$ cat src/rtl/instr_fetch.sv
// rtl/instr_fetch.sv - single-outstanding instruction fetch with branch squash and held output
// Optional opcode legality check on the held word: define IFETCH_DECODE_CHECK_EN.
module instr_fetch #(
   parameter logic [31:0] RESET_PC = 32'h0000_0000
) (
   input  logic        clk,
   input  logic        rst_n,
   input  logic        stall,
   input  logic        branch_en,
   input  logic [31:0] branch_target,
   output logic        imem_req,
   output logic [31:0] imem_addr,
   input  logic        imem_ack,
   input  logic [31:0] imem_rdata,
   output logic [31:0] instr,
   output logic        instr_valid,
   input  logic        instr_ready,
   output logic [31:0] instr_pc,
   output logic        illegal_op
);

   typedef enum logic [1:0] {IDLE, REQ, HOLD} state_t;

   state_t      state, state_nx;
   logic [31:0] pc;
   logic [31:0] req_addr;
   logic [31:0] tgt;
   logic        squash;
   logic        take;

   assign tgt = branch_target & ~32'h3;

   always_ff @(posedge clk or negedge rst_n) begin
      if (!rst_n) state <= IDLE;
      else        state <= state_nx;
   end

   // A branch in REQ never cancels the bus cycle; it only poisons the returning data.
   always_comb begin
      state_nx = state;
      take     = 1'b0;
      case (state)
         IDLE: if (!stall) state_nx = REQ;
         REQ: begin
            if (imem_ack) begin
               if (!branch_en && !squash) begin
                  take     = 1'b1;
                  state_nx = HOLD;
               end else begin
                  state_nx = IDLE;
               end
            end
         end
         HOLD:    if (branch_en || instr_ready) state_nx = IDLE;
         default: state_nx = IDLE;
      endcase
   end

   assign imem_req  = (state == REQ);
   assign imem_addr = (state == REQ) ? req_addr : pc;

   always_ff @(posedge clk or negedge rst_n) begin
      if (!rst_n) begin
         pc          <= RESET_PC;
         req_addr    <= RESET_PC;
         squash      <= 1'b0;
         instr       <= 32'h0;
         instr_valid <= 1'b0;
         instr_pc    <= 32'h0;
      end else begin
         if (state == IDLE && !stall) req_addr <= branch_en ? tgt : pc;

         if (branch_en)  pc <= tgt;
         else if (take)  pc <= req_addr + 32'd4;

         if (state == REQ) begin
            if (imem_ack)       squash <= 1'b0;
            else if (branch_en) squash <= 1'b1;
         end

         if (take) begin
            instr       <= imem_rdata;
            instr_pc    <= req_addr;
            instr_valid <= 1'b1;
         end else if (state == HOLD && (branch_en || instr_ready)) begin
            instr_valid <= 1'b0;
         end
      end
   end

`ifdef IFETCH_DECODE_CHECK_EN
   logic illegal_d;

   always_comb begin
      illegal_d = 1'b1;
      case (imem_rdata[31:26])
         6'b000101, 6'b000110: illegal_d = 1'b0;
         6'b000100: begin
            case (imem_rdata[5:0])
               6'b100000, 6'b100010, 6'b110010,
               6'b100100, 6'b100101: illegal_d = 1'b0;
               default:              illegal_d = 1'b1;
            endcase
         end
         default: illegal_d = 1'b1;
      endcase
   end

   always_ff @(posedge clk or negedge rst_n) begin
      if (!rst_n)    illegal_op <= 1'b0;
      else if (take) illegal_op <= illegal_d;
   end
`else
   assign illegal_op = 1'b0;
`endif

endmodule

$ cat config.mk
export PLATFORM = sky130hd
export DESIGN_NAME = instr_fetch
export DESIGN_NICKNAME = d
export VERILOG_FILES = /design/src/rtl/instr_fetch.sv
export SDC_FILE = /design/constraint.sdc
export NUM_CORES = 1
export LEC_CHECK = 0
export ABC_AREA = 1
export ABC_CLOCK_PERIOD_IN_PS = 2100
export BUFFER_PORTS_ARGS = -buffer_cell sky130_fd_sc_hd__buf_2
export CELL_PAD_IN_SITES_DETAIL_PLACEMENT = 1
export CELL_PAD_IN_SITES_GLOBAL_PLACEMENT = 2
export CORE_ASPECT_RATIO = 2
export CORE_MARGIN = 1.5
export CORE_UTILIZATION = 31
export DETAILED_ROUTE_END_ITERATION = 7
export PLACE_DENSITY_LB_ADDON = 0.1
export SYNTH_ARGS = -nofsm -noshare
export SYNTH_HDL_FRONTEND = slang
export SYNTH_SLANG_ARGS = --single-unit
$ cat constraint.sdc
create_clock -name clk -period 2.1 [get_ports clk]
set_input_delay 0 -clock clk [delete_from_list [all_inputs] [get_ports clk]]
set_output_delay 0 -clock clk [all_outputs]
set_load 0.02 [all_outputs]
==> impl_summary.txt <==
----------------------------------------------------
[STA]
  Final min period ... 1960 ps
  Final count of hold timing violations ... 0
  Max-slew violations ... 0
  Setup violation total in the final timing report ... 0
  Largest clock skew in the final design ... 8.46 ps
  Relative slew slack ... 57.3%
  RSZ-0062 raised after global routing ... false
  Final clock period utilization by the worst path ... 93.5%
  Actual transition at the worst max-transition pin ... 641 ps
  Final-layout worst hold slack ... 135 ps
  Setup Total Neg Slack ... 0 ps
  Max Clock Freq ... 509 MHz

[Detailed routing]
  Via/cell ratio ... 4.65
  DRC violations left ... 0
  Met3 routed wirelength ... 800 µm
  Antenna Nets Post-Route ... 0
  Met2 wirelength from detailed routing ... 12.1 mm
  Via count of the routed design ... 6352
  DRT Pass-1 Iters ... 4
  Wire length per cell ... 15.9 µm
  Violation count after the first detailed-routing iteration ... 204
  Detailed-routing wirelength on met1 ... 8.28 mm
  Highest layer used for signal routing ... met4
  Final wirelength ... 21.8 mm

[Placement]
  Estimated wirelength of the detail-placed design ... 15.5 mm
  Placer congestion estimate ... 0.757
  Total of buffers placed on input and output ports ... 165

[Pwr]
  Reported leakage power ... 4.47 nW
  Power density normalized to cell area ... 1320 nW/µm²
  Max VDD drop ... 0.641 mV

[Layout]
  Util after Layout ... 43.5%
  Commonest non-fill, non-tap cell in the layout ... nand2_1
  Final Net Count ... 1158
  Share of post-route cells with drive strength above 1 ... 20.8%
  Area added between synthesis and finish ... 38.3%
  Ant. Diodes ... 0
  Most frequent cells in the layout ... nand2_1, buf_2, dfrtp_1, nor2_1, o21ai_0

[Yosys]
  Instance count of the mapped netlist ... 860
  #FFs+latches synth ... 132
  Average cell area after synthesis ... 7.44 µm²
  Leading cell types by total area after synthesis ... dfrtp_1, nand2_1, o21ai_0
  Library cell occupying the most area in the post-synthesis netlist ... dfrtp_1
  Post-synthesis cell type count ... 29
  Post-synth net total ... 931
  Mapped Area ... 6400 µm²
  Count of warnings emitted by yosys ... 0
  Post-synthesis sequential area ratio ... 51.6%
  Fraction of synthesized cell area taken by the top area cell type ... 51.6%

[Clock tree]
  Buffer cell driving the clock tree root ... clkbuf_16
  Maximum buffer depth of the clock tree ... 2
  Clk Latency, worst-skew pair ... 420 ps
  Count of clock tree sinks ... 132
  Number of buffers inserted during clock tree synthesis ... 17
  Number of H-tree branching levels ... 4
  TritonCTS clock tree ... done
  Clock transition time at the flip-flop clock pins of the worst setup and hold paths ... 60 ps

[Run status]
  Result of the run ... finished clean

[Hold path]
  Path type of the worst min-delay path ... input pin to asynchronous set/reset pin

[Floorplan]
  Die Wd ... 105 µm
  Initial Util ... 31.4%
  Area enclosed by the die boundary ... 21600 µm²
  Total number of placement rows ... 74
  Height of the die ... 206 µm
  Core area ... 20400 µm²
  Top-level port count ... 169

[Worst setup path]
  Largest stage delay on the critical path ... 410 ps
  Category of cells accounting for the largest share of critical-path delay ... buffers and inverters
  Crit Path Class ... flop to output pin
  Category of the worst setup path launch point ... flop
  Cell Chain, Critical Path ... nor2_2, inv_4, buf_12, o21ai_0, buf_2
  WP data arrival ... 1960 ps
  Required @ worst endpoint ... 2100 ps
  Number of buffer and inverter instances along the worst setup path ... 3
  Crit-path max FO ... 41
  Element type at the critical path end ... output pin
  Library cell contributing the largest single delay on the critical path ... dfrtp_1

[Job]
  Maxcap violations ... 0

[Global route]
  Number of antenna violations at the first check in global routing ... 0
  Global-route wire length before repair ... 35.7 mm
  Largest net degree at the start of global routing ... 64
  All-Layer GR Usage ... 21.3%
  Overflow left after global routing ... 0
  Number of global-route vias before repair ... 6979

----------------------------------------------------
## per-stage QoR
stage / total power, mW / cell area [µm²] / instances / worst slack, ps
after floorplan: 6.78 / 6400 / 860 / 796
after global placement: 8.45 / 7550 / 1267 / 314
after detailed placement: 8.52 / 7550 / 1267 / 290
after CTS: 11.9 / 8850 / 1366 / 55.5
after global routing: 12.5 / 8860 / 1366 / 28.1
final: 11.7 / 8860 / 1366 / 137
## path summary, 6_finish.rpt
| path | start | end | slack [ps] | cells after the start |
|---|---|---|---|---|
| setup / recovery | state[1] | imem_addr[29] | 140 | 5 |
| hold / removal | rst_n | instr_pc[17] | 140 | 2 |
| setup reg to reg | state[0] | pc[8] | 320 | 7 |
| hold reg to reg | instr[31] | instr[31] | 480 | 2 |
| max in group asynchronous | rst_n | instr_valid | 1230 | 3 |
| min in group clk | branch_en | pc[3] | 170 | 4 |
## routing by layer
metal,global-route usage (%),vias to the layer above
met5,0,-
met4,8.27,0
met3,4.04,29
met2,41.2,128
met1,22.5,3038
li1,-,3157
## worst register-to-register path, cell delays in order (launching register included)
cell	delay [ps]
dfrtp_1	380
inv_2	70
nor2_2	70
nand3_4	80
buf_4	510
nand2_1	310
o21a_1	250
nand2_1	50
## Yosys cell counts (all sizes together)
cell type	number
a21oi	1
a2bb2oi	1
a31oi	3
and2	1
buf	33
clkbuf	9
conb	1
dfrtp	132
ha	1
inv	50
nand2	360
nand3	53
nor2	106
nor3	1
o211ai	5
o21a	4
o21ai	94
o22ai	1
or2	1
xor2	3
## what timing repair did
| item | CTS | global route |
|---|---|---|
| endpoints found under the setup margin | 0 | 3 |
| buffers inserted | 0 | 0 |
| endpoints found under the hold margin | 158 | 0 |
| hold buffers | 67 | 0 |
| resized for setup | 0 | 2 |
## power by group
group | switching [mW] | internal, mW
logic | 2.89 | 1.44
registers | 0.644 | 3.50
clock network | 1.24 | 2.01
## final cells by class
cell class / count / area, µm²
Clock buffer: 18 / 429
Clock inverter: 14 / 203
Fill cell: 2580 / 11500
Inverter: 50 / 190
Multi-Input combinational cell: 636 / 2700
Sequential cell: 132 / 3300
Tap cell: 266 / 333
Timing Repair Buffer: 250 / 1700
## kinds of logic after synthesis
logic type | Yosys count | share of synthesized area (%)
flops | 132 | 51.6
buf+inv | 92 | 6.37
compound gates | 109 | 9.01
fa+ha+maj | 1 | 0.195
other cells | 1 | 0.0586
simple gates | 522 | 32.4
xor+xnor | 3 | 0.410
## flip-flops by register name (all words and copies together), names as in the netlist
| name | cells |
|---|---|
| instr_valid | 1 |
| squash | 1 |
| instr | 32 |
| req_addr | 32 |
| instr_pc | 32 |
| state | 2 |
| pc | 32 |
Note: power is estimated with default switching activity, not from simulation.
